## src/rtl/video_src_switch.sv

```systemverilog
`default_nettype none
// ============================================================================
// Module      : video_src_switch
// Description : Selects one of NUM_SRC pixel-synchronous video sources and
//               streams its frames into a frame-buffer write FIFO as
//               {R,G,B,8'hFF} words. Source changes are frame-aligned: the
//               current frame finishes, then output stays quiet until the
//               new source presents a frame start.
// Ports       : pixel_clock, reset (sync, active-high)
//               src_vs/src_de/src_data : per-source sync, valid, 24b pixel
//               sel_req/sel_in         : source-change request pulse + index
//               wr_load                : frame-start pulse to the writer
//               wrfifo_wren/wrfifo_din : pixel write strobe and packed word
//               active_src, switch_busy, sel_err : selection status
//               frame_cnt, line_len, geom_err    : stats (optional)
// Options     : define VIDEO_SRC_STATS_EN to build the statistics outputs.
// Revision    : 1.0 - initial release
// ============================================================================
module video_src_switch #(
  parameter int          NUM_SRC     = 4,
  parameter int          DEFAULT_SRC = 0,
  parameter logic [15:0] SRC_FMT     = 16'h0000,
  parameter int          H_PIXELS    = 1920,
  parameter int          V_PIXELS    = 1080
) (
  input  logic                    pixel_clock,
  input  logic                    reset,
  input  logic [NUM_SRC-1:0]      src_vs,
  input  logic [NUM_SRC-1:0]      src_de,
  input  logic [NUM_SRC*24-1:0]   src_data,
  input  logic                    sel_req,
  input  logic [2:0]              sel_in,
  output logic                    wr_load,
  output logic                    wrfifo_wren,
  output logic [31:0]             wrfifo_din,
  output logic [2:0]              active_src,
  output logic                    switch_busy,
  output logic                    sel_err
`ifdef VIDEO_SRC_STATS_EN
  ,
  output logic [15:0]             frame_cnt,
  output logic [11:0]             line_len,
  output logic                    geom_err
`endif
);

  localparam logic [1:0] c_fmt_raw8   = 2'd1;
  localparam logic [1:0] c_fmt_rgb565 = 2'd2;

  typedef enum logic [1:0] {
    ST_IDLE    = 2'd0,
    ST_STREAM  = 2'd1,
    ST_WAIT_VS = 2'd2
  } state_t;

  if (NUM_SRC < 2 || NUM_SRC > 8 || DEFAULT_SRC < 0 || DEFAULT_SRC >= NUM_SRC ||
      H_PIXELS < 1 || H_PIXELS > 4095 || V_PIXELS < 1 || V_PIXELS > 4095) begin : g_param_chk
    $error("video_src_switch: parameter out of range");
  end

  // input sample stage (all sources) and previous vs sample for edge detect
  logic [NUM_SRC-1:0]    r_vs_s1, r_vs_s2, r_de_s1;
  logic [NUM_SRC*24-1:0] r_data_s1;

  state_t      r_state, w_state_nx;
  logic [2:0]  r_active, w_active_nx;
  logic        r_pending, w_pending_nx;
  logic [2:0]  r_target, w_target_nx;
  logic        r_load, w_load_nx;
  logic        r_wren, w_wren_nx;
  logic [31:0] r_din, w_din_nx;
  logic        r_err;

  logic        w_vs_cur, w_vs_prev, w_vs_edge, w_de_cur;
  logic [23:0] w_pix;
  logic [1:0]  w_fmt;
  logic [31:0] w_packed;
  logic        w_req_legal, w_req_bad;
  logic [2:0]  w_tgt_eff;
  logic        w_pend_eff;

  // only the active source's lanes reach the datapath
  always_comb begin
    w_vs_cur  = 1'b0;
    w_vs_prev = 1'b0;
    w_de_cur  = 1'b0;
    w_pix     = '0;
    w_fmt     = '0;
    for (int k = 0; k < NUM_SRC; k++) begin
      if (r_active == 3'(k)) begin
        w_vs_cur  = r_vs_s1[k];
        w_vs_prev = r_vs_s2[k];
        w_de_cur  = r_de_s1[k];
        w_pix     = r_data_s1[24*k +: 24];
        w_fmt     = SRC_FMT[2*k +: 2];
      end
    end
  end

  assign w_vs_edge = w_vs_cur & ~w_vs_prev;

  always_comb begin
    case (w_fmt)
      c_fmt_raw8:   w_packed = {w_pix[7:0], w_pix[7:0], w_pix[7:0], 8'hFF};
      c_fmt_rgb565: w_packed = {w_pix[15:11], 3'b000, w_pix[10:5], 2'b00,
                                w_pix[4:0], 3'b000, 8'hFF};
      default:      w_packed = {w_pix, 8'hFF};
    endcase
  end

  assign w_req_legal = sel_req & ({1'b0, sel_in} < 4'(NUM_SRC));
  assign w_req_bad   = sel_req & ~w_req_legal;

  // A legal request in the same cycle as the frame-ending edge must count,
  // so the switch decision uses the request merged with the latched target.
  // Re-requesting the current source cancels any pending switch.
  assign w_tgt_eff  = w_req_legal ? sel_in : r_target;
  assign w_pend_eff = w_req_legal ? (sel_in != r_active) : r_pending;

  always_comb begin
    w_state_nx   = r_state;
    w_active_nx  = r_active;
    w_pending_nx = r_pending;
    w_target_nx  = r_target;
    w_load_nx    = 1'b0;
    w_wren_nx    = 1'b0;
    w_din_nx     = r_din;
    case (r_state)
      ST_STREAM: begin
        if (w_vs_edge && w_pend_eff) begin
          // frame boundary with a switch queued: no frame start here
          w_active_nx  = w_tgt_eff;
          w_pending_nx = 1'b0;
          w_state_nx   = ST_WAIT_VS;
        end else begin
          if (w_vs_edge) begin
            w_load_nx    = 1'b1;
            w_pending_nx = 1'b0;
          end else begin
            w_pending_nx = w_pend_eff;
            w_target_nx  = w_tgt_eff;
          end
          if (w_de_cur) begin
            w_wren_nx = 1'b1;
            w_din_nx  = w_packed;
          end
        end
      end
      default: begin
        // IDLE and WAIT_VS: nothing streams, so a new index applies at once
        if (w_req_legal && (sel_in != r_active)) begin
          w_active_nx = sel_in;
        end else if (w_vs_edge) begin
          w_state_nx = ST_STREAM;
          w_load_nx  = 1'b1;
        end
      end
    endcase
  end

  always_ff @(posedge pixel_clock) begin
    if (reset) begin
      // seed the vs history with the live level so a sync already high
      // across reset is not mistaken for a fresh frame start
      r_vs_s1   <= src_vs;
      r_vs_s2   <= src_vs;
      r_de_s1   <= '0;
      r_data_s1 <= '0;
      r_state   <= ST_IDLE;
      r_active  <= 3'(DEFAULT_SRC);
      r_pending <= 1'b0;
      r_target  <= '0;
      r_load    <= 1'b0;
      r_wren    <= 1'b0;
      r_din     <= '0;
      r_err     <= 1'b0;
    end else begin
      r_vs_s1   <= src_vs;
      r_vs_s2   <= r_vs_s1;
      r_de_s1   <= src_de;
      r_data_s1 <= src_data;
      r_state   <= w_state_nx;
      r_active  <= w_active_nx;
      r_pending <= w_pending_nx;
      r_target  <= w_target_nx;
      r_load    <= w_load_nx;
      r_wren    <= w_wren_nx;
      r_din     <= w_din_nx;
      r_err     <= w_req_bad;
    end
  end

  assign wr_load     = r_load;
  assign wrfifo_wren = r_wren;
  assign wrfifo_din  = r_din;
  assign active_src  = r_active;
  assign switch_busy = r_pending | (r_state == ST_WAIT_VS);
  assign sel_err     = r_err;

`ifdef VIDEO_SRC_STATS_EN
  logic [NUM_SRC-1:0] r_de_s2;
  logic               w_de_prev;
  logic [15:0]        r_frame_cnt;
  logic [11:0]        r_line_len, r_pix_cnt, r_line_cnt;
  logic               r_geom_err;

  always_comb begin
    w_de_prev = 1'b0;
    for (int k = 0; k < NUM_SRC; k++) begin
      if (r_active == 3'(k)) w_de_prev = r_de_s2[k];
    end
  end

  always_ff @(posedge pixel_clock) begin
    if (reset) begin
      r_de_s2     <= '0;
      r_frame_cnt <= '0;
      r_line_len  <= '0;
      r_pix_cnt   <= '0;
      r_line_cnt  <= '0;
      r_geom_err  <= 1'b0;
    end else begin
      r_de_s2    <= r_de_s1;
      r_geom_err <= 1'b0;
      if (w_load_nx) r_frame_cnt <= r_frame_cnt + 16'd1;
      if ((r_state == ST_STREAM) && w_vs_edge) begin
        // end of the frame just streamed
        if (r_line_cnt != 12'(V_PIXELS)) r_geom_err <= 1'b1;
        r_line_cnt <= '0;
        r_pix_cnt  <= '0;
      end else if (w_vs_edge && (w_state_nx == ST_STREAM)) begin
        r_line_cnt <= '0;
        r_pix_cnt  <= '0;
      end else if (r_state == ST_STREAM) begin
        if (w_wren_nx) r_pix_cnt <= r_pix_cnt + 12'd1;
        if (!w_de_cur && w_de_prev) begin
          r_line_len <= r_pix_cnt;
          r_pix_cnt  <= '0;
          r_line_cnt <= r_line_cnt + 12'd1;
          if (r_pix_cnt != 12'(H_PIXELS)) r_geom_err <= 1'b1;
        end
      end
    end
  end

  assign frame_cnt = r_frame_cnt;
  assign line_len  = r_line_len;
  assign geom_err  = r_geom_err;
`endif

endmodule
`default_nettype wire

```

## config.mk

```make
export PLATFORM = sky130hd
export DESIGN_NAME = video_src_switch
export DESIGN_NICKNAME = d
export VERILOG_FILES = /design/src/rtl/video_src_switch.sv
export SDC_FILE = /design/constraint.sdc
export NUM_CORES = 1
export LEC_CHECK = 0
export BUFFER_PORTS_ARGS = -buffer_cell sky130_fd_sc_hd__buf_4
export CAP_MARGIN = 20
export CELL_PAD_IN_SITES_DETAIL_PLACEMENT = 0
export CELL_PAD_IN_SITES_GLOBAL_PLACEMENT = 2
export CORE_AREA = 2 2 113 169
export DETAILED_ROUTE_END_ITERATION = 10
export DIE_AREA = 0 0 115 171
export PLACE_DENSITY_LB_ADDON = 0.12
export SETUP_SLACK_MARGIN = 0.02
export SYNTH_ARGS = -nofsm -noshare
export SYNTH_HDL_FRONTEND = slang
export SYNTH_SLANG_ARGS = --single-unit
```

## constraint.sdc

```tcl
create_clock -name pixel_clock -period 1.72 [get_ports pixel_clock]
set_input_delay 0.086 -clock pixel_clock [delete_from_list [all_inputs] [get_ports pixel_clock]]
set_output_delay 0.086 -clock pixel_clock [all_outputs]
set_load 0.01 [all_outputs]
```

==> flow_summary.yaml, run 1 <==
drt:
  wirelength_um: 14000
  dr.first_iter.drc_count: 114
  firstDrtPassIters: 4
  ant_nets: 0
  via_per_inst: 4.33
  vias: 4124
  wl_per_cell_um: 14.6
  drcViolationCount: 0
power:
  power_density_mw_per_mm2: 958
  max-vdd-ir-drop_v: 0.000621
  p_int_mw: 6.36
  p_leak_nw: 3.57
  sw_frac_of_total_pct: 22.8
  comb_power_share_pct: 13.9
  clockPowerShare_pct: 42.6
  power_mw: 8.24
  pwr-share-seq_pct: 43.5
  p_switching_mw: 1.88
timing:
  slew_viol_final: 0
  worst_hold_slack_ps: 110
  fmax_mhz: 550
  relSlewSlack_pct: 68.5
  setup_viol: 29
  finalHoldViolCount: 0
  worst_slack_ps: -99.4
  finalCriticalPeriod_ps: 1820
  tns_ps: -2100
  rsz0062_at_grt: "true"
  period_share_pct: 106
  fin_skew_ps: 5.16
  worstMarginPinSlew_ps: 473
placement:
  dp_hpwl_um: 8980
  portBuffers: 148
  placement.cell_area_mm2: 0.00660
  gp_congestion: 0.783
worst_hold_path:
  min_from: "reset"
  min_path_type: "input port to register"
logic_synthesis:
  synth_ff_type: "dfxtp_1"
  synth_nets: 560
  synth_seq_area_share_pct: 56.0
  synth-edff-count: 0
  syn_area_mm2: 0.00518
  synth_area_per_cell_um2: 11.5
  synth_area_leaders: "dfxtp_1, nor2b_1, mux4_2"
  yosys_warnings: 0
  yosysTopAreaCell: "dfxtp_1"
  synth-seq-cells: 145
  synth_most_common_cell: "dfxtp_1"
  synthCells: 450
  synth_top_area_share_pct: 56.0
  synth_common_cells: "dfxtp_1, nor2b_1, nand2_1"
  synthArstFlopShare_pct: 0
  synth_cell_types: 36
clocking:
  cts.sinks: 145
  h-tree-depth: 4
  path_clk_slew_ps: 60
  cts_tree: "built"
  clockBufferDepth: 2
  numCtsBuffers: 17
  insertion_delay_ps: 410
  clockRootBuffer: "clkbuf_16"
floorplan:
  initial_core_util_pct: 28.3
  rows: 61
  core_mm2: 0.0183
  die_x_um: 115
  ios: 149
  die_h_um: 171
  die-area_mm2: 0.0197
run:
  cap_violations: 0
worst_setup_path:
  crit_slowest_cell: "mux4_2"
  r2r_setup_slack_ps: -100
  arrival_ps: 2160
  crit_family: "multiplexers"
  cp_max_fo: 7
  cp.buffers_inverters: 2
  crit_type: "register to register"
  r2r_start: "active_src[0]$_SDFFE_PP0P_"
  start_kind: "register"
  cp.required_ps: 2060
  end_kind: "register"
  crit_path_max_incr_delay_ps: 530
  cp_cell_sequence: "mux4_2 > and3_4 > o41ai_4 > buf_6 > clkbuf_16 > nand3b_1 > o21ai_1"
  crit_start: "active_src[0]$_SDFFE_PP0P_"
outcome:
  status: "complete, but fails checks"
  violations: "negative setup slack"
finish:
  area_delta_synth_final_pct: 66.0
  multiInputGateArea_mm2: 0.00222
  design_area_mm2: 0.00860
  final_util_pct: 47.0
  layout-drive-gt1-share_pct: 36.6
  antenna_cells: 0
  fillCellCount: 1715
  register_area_mm2: 0.00291
  fin_nets: 831
global_routing:
  grt_pass1_wl_um: 21200
  grt_start_max_net_pins: 46
  grt_antenna_before_repair: 0
  overflow: 0
  grt_pass1_vias: 4257
  grt.total_usage_pct: 14.5
==> per-layer routing <==
metal	wire (um)	GRT usage, %	vias up
li1	-	-	2046
met1	5230	14.8	1965
met2	7770	27.0	99
met3	673	4.36	14
met4	279	5.81	0
met5	0	0	-
==> cell usage in the layout, fill, tap and decap left out, types with 4 or more instances in the layout <==
master and instances:
a21oi_1 4, buf_4 170, clkbuf_16 19, clkinv_2 4, dfxtp_1 142, dlygate4sd3_1 108, inv_1 4, mux2_2 4
mux4_2 25, nand2_1 31, nand3b_1 24, nor2_1 8, nor2b_1 104, o21ai_1 24
==> state kept, by name (all words and copies together), names as in the netlist <==
register and cells:
r_data_s1 96, wrfifo_din 25, r_de_s1 4, r_vs_s1 4, r_vs_s2 4, active_src 3
r_target 3, r_state 2, r_pending 1, sel_err 1, wr_load 1, wrfifo_wren 1
==> metrics by stage <==
stage / cells / setup WS (ps)
floorplan: 450 / 19.0
global placement: 797 / -68.0
detailed placement: 797 / -119
CTS: 945 / -73.3
global route: 953 / -186
finish: 953 / -99.4
==> path summary, 6_finish.rpt <==
check	end	depth (start not counted)
setup / recovery	wrfifo_din[28]$_SDFFE_PP0P_	7
setup reg to reg	wrfifo_din[28]$_SDFFE_PP0P_	7
hold / removal	r_data_s1[26]$_SDFF_PP0_	2
hold reg to reg	wrfifo_din[19]$_SDFFE_PP0P_	2
==> logic make-up (layout without fill, tap and decap cells) <==
group	after synthesis	count (layout)	share of synthesized area, %
AO/OA/AOI/OAI	40	40	5.02
XOR/XNOR	3	3	0.507
buffers and inverters	42	325	4.28
flip-flops	145	145	56.0
multiplexers	35	35	13.0
AND/OR/NAND/NOR	185	185	21.1
==> power groups by stage <==
stage                     Sequential (mW)  Clock [mW]  Combinational (mW)
after CTS                            3.58        3.63                1.11
after global routing                 3.60        3.77                1.24
after floorplan                      3.64           0               0.488
after global placement               3.65           0               0.843
final                                3.58        3.51                1.14
after detailed placement             3.66           0               0.849
==> layout make-up <==
cell class / instances / share of cell area, %
multi-input combinational: 263 / 25.9
tap: 220 / 3.20
sequential: 145 / 33.9
clock inverter: 13 / 1.61
clock buffer: 18 / 4.99
timing repair buffer: 290 / 30.3
inverter: 4 / 0.175
==> what timing repair did <==
| item | CTS | global route |
|---|---|---|
| gates resized for setup | 13 | 13 |
| hold endpoints to repair | 111 | 0 |
| hold buffers | 108 | 0 |
| setup buffers | 5 | 6 |
| gates cloned | 4 | 2 |
| pin swaps | 3 | 7 |
| endpoints found under the setup margin | 32 | 34 |
No activity file was read; power rests on OpenSTA's default activity.
==> run 2: changes to the inputs <==
CORE_AREA = 2 2 103 154   (was 2 2 113 169)
DIE_AREA = 0 0 105 156   (was 0 0 115 171)
MAX_ROUTING_LAYER = met4   (was unset)
clock period = 2.3 ns   (was 1.72 ns; I/O delays follow)
==> run 2 against run 1 <==
  * The flow now finishes without violations
  * Fmax decreased by 5.3%
  * Global-route usage rose by 1.5 points
  * Final area down 6.2%
  * Die area decreased by 17%
  * Via count shrank 3.5%
  * Core utilization is 6.8 points higher
  * Cell count fell by 4.9%
  * Sequential power decreased by 25%
  * Flip-flop and latch count stayed put
==> flow_summary.yaml, run 2 (synthesized netlist as in run 1, its figures left out) <==
outcome:
  status: "finished, final reports clean"
global_routing:
  grt.total_usage_pct: 16.0
  grt_antenna_before_repair: 0
  grt_pass1_vias: 4134
  grt_start_max_net_pins: 63
  overflow: 0
  grt_pass1_wl_um: 19600
clocking:
  numCtsBuffers: 17
  cts_tree: "built"
  insertion_delay_ps: 410
  h-tree-depth: 4
  path_clk_slew_ps: 60
  cts_resized: 0
  clockBufferDepth: 2
  cts.sinks: 145
  clockRootBuffer: "clkbuf_16"
timing:
  setup_viol: 0
  fin_skew_ps: 6.43
  slew_viol_final: 0
  worstMarginPinSlew_ps: 602
  fmax_mhz: 520
  rsz0062_at_grt: "false"
  relSlewSlack_pct: 59.9
  finalHoldViolCount: 0
  finalCriticalPeriod_ps: 1920
  period_share_pct: 83.6
  tns_ps: 0
placement:
  placedCellCount: 768
  portBuffers: 148
  dp_hpwl_um: 8300
  gp_congestion: 0.832
finish:
  fin_nets: 805
  final_cell_mix: "buf_4, dfxtp_1, dlygate4sd3_1"
  final_common_cell: "buf_4"
  final_cells: 906
  area_delta_synth_final_pct: 55.8
  layout-drive-gt1-share_pct: 32.5
  regMostFlops: "r_data_s1"
  largest_reg_flops: 96
  antenna_cells: 0
drt:
  firstDrtPassIters: 4
  wl_per_cell_um: 13.5
  ant_nets: 0
  dr.first_iter.drc_count: 123
  drcViolationCount: 0
  via_per_inst: 4.39
  wirelength_um: 12300
  vias: 3981
floorplan:
  die_h_um: 156
  initial_core_util_pct: 34.5
  die-area_mm2: 0.0164
  ios: 149
  rows: 55
  core_mm2: 0.0150
  die_x_um: 105
run:
  cap_violations: 0
worst_hold_path:
  min_path_type: "input port to register"
power:
  max-vdd-ir-drop_v: 0.000350
  p_leak_nw: 3.34
  power_density_mw_per_mm2: 754
worst_setup_path:
  crit_path_max_incr_delay_ps: 510
  cp_cell_sequence: "nor3b_1 > a311oi_2 > nor4_2 > mux2i_2 > mux2_2"
  cp.required_ps: 2590
  crit_slowest_cell: "a311oi_2"
  end_kind: "register"
  arrival_ps: 2210
  cp_max_fo: 9
  crit_type: "register to register"
  start_kind: "register"
-- run 2: where the power goes --
part	total [mW]	internal (mW)	switching (mW)	leakage [nW]
logic	0.720	0.449	0.271	1.86
registers	2.68	2.63	0.0424	1.20
clock network	2.69	1.61	1.08	0.281
total	6.08	4.69	1.39	3.34
-- run 2: worst max-delay path, delay by kind of cell (launching register included) --
kind            cells  cell delay, ps
compound gates      1             510
flops               1             430
simple gates        2             240
mux                 2             610
-- run 2: per-layer routing --
metal,GRT usage [%],routed length [um],vias up
met5,-,0,-
met4,6.16,214,0
met3,3.84,508,17
met2,30.3,6960,87
met1,15.5,4580,1883
li1,-,-,1994
-- run 2: through the flow --
step                instance area [um2]  worst slack [ps]  power, mW  util, %  hold slack (ps)
global placement                   6420               402       3.31     42.8              227
detailed placement                 6420               363       3.32     42.8              229
global route                       8070               232       6.33     53.8             11.3
floorplan                          5180               454       3.06        -              143
finish                             8070               378       6.08     53.8             21.2
CTS                                8070               353       6.18     53.8            0.740
-- run 2: area by class of cell --
class | instances | area (um2)
Timing Repair Buffer | 264 | 2260
Inverter | 4 | 15.0
Tap cell | 199 | 249
Fill cell | 1387 | 6930
Multi-Input combinational cell | 263 | 2060
Clock inverter | 14 | 155
Clock buffer | 17 | 425
Sequential cell | 145 | 2910
-- run 2: timing repair --
action / CTS / global route
endpoints found under the setup margin: 0 / 0
setup buffers: 0 / 0
endpoints found under the hold margin: 110 / 0
hold buffers: 107 / 0
-- run 2: worst paths after layout --
| kind | startpoint | to | slack, ps | cells past startpoint |
|---|---|---|---|---|
| worst max-delay path | active_src[0]$_SDFFE_PP0P_ | active_src[1]$_SDFFE_PP0P_ | 380 | 5 |
| worst min-delay path | sel_in[1] | r_target[1]$_SDFFE_PP0P_ | 20 | 3 |
| worst max register to register | active_src[0]$_SDFFE_PP0P_ | active_src[1]$_SDFFE_PP0P_ | 380 | 5 |
| worst min register to register | wrfifo_din[23]$_SDFFE_PP0P_ | wrfifo_din[23]$_SDFFE_PP0P_ | 480 | 2 |
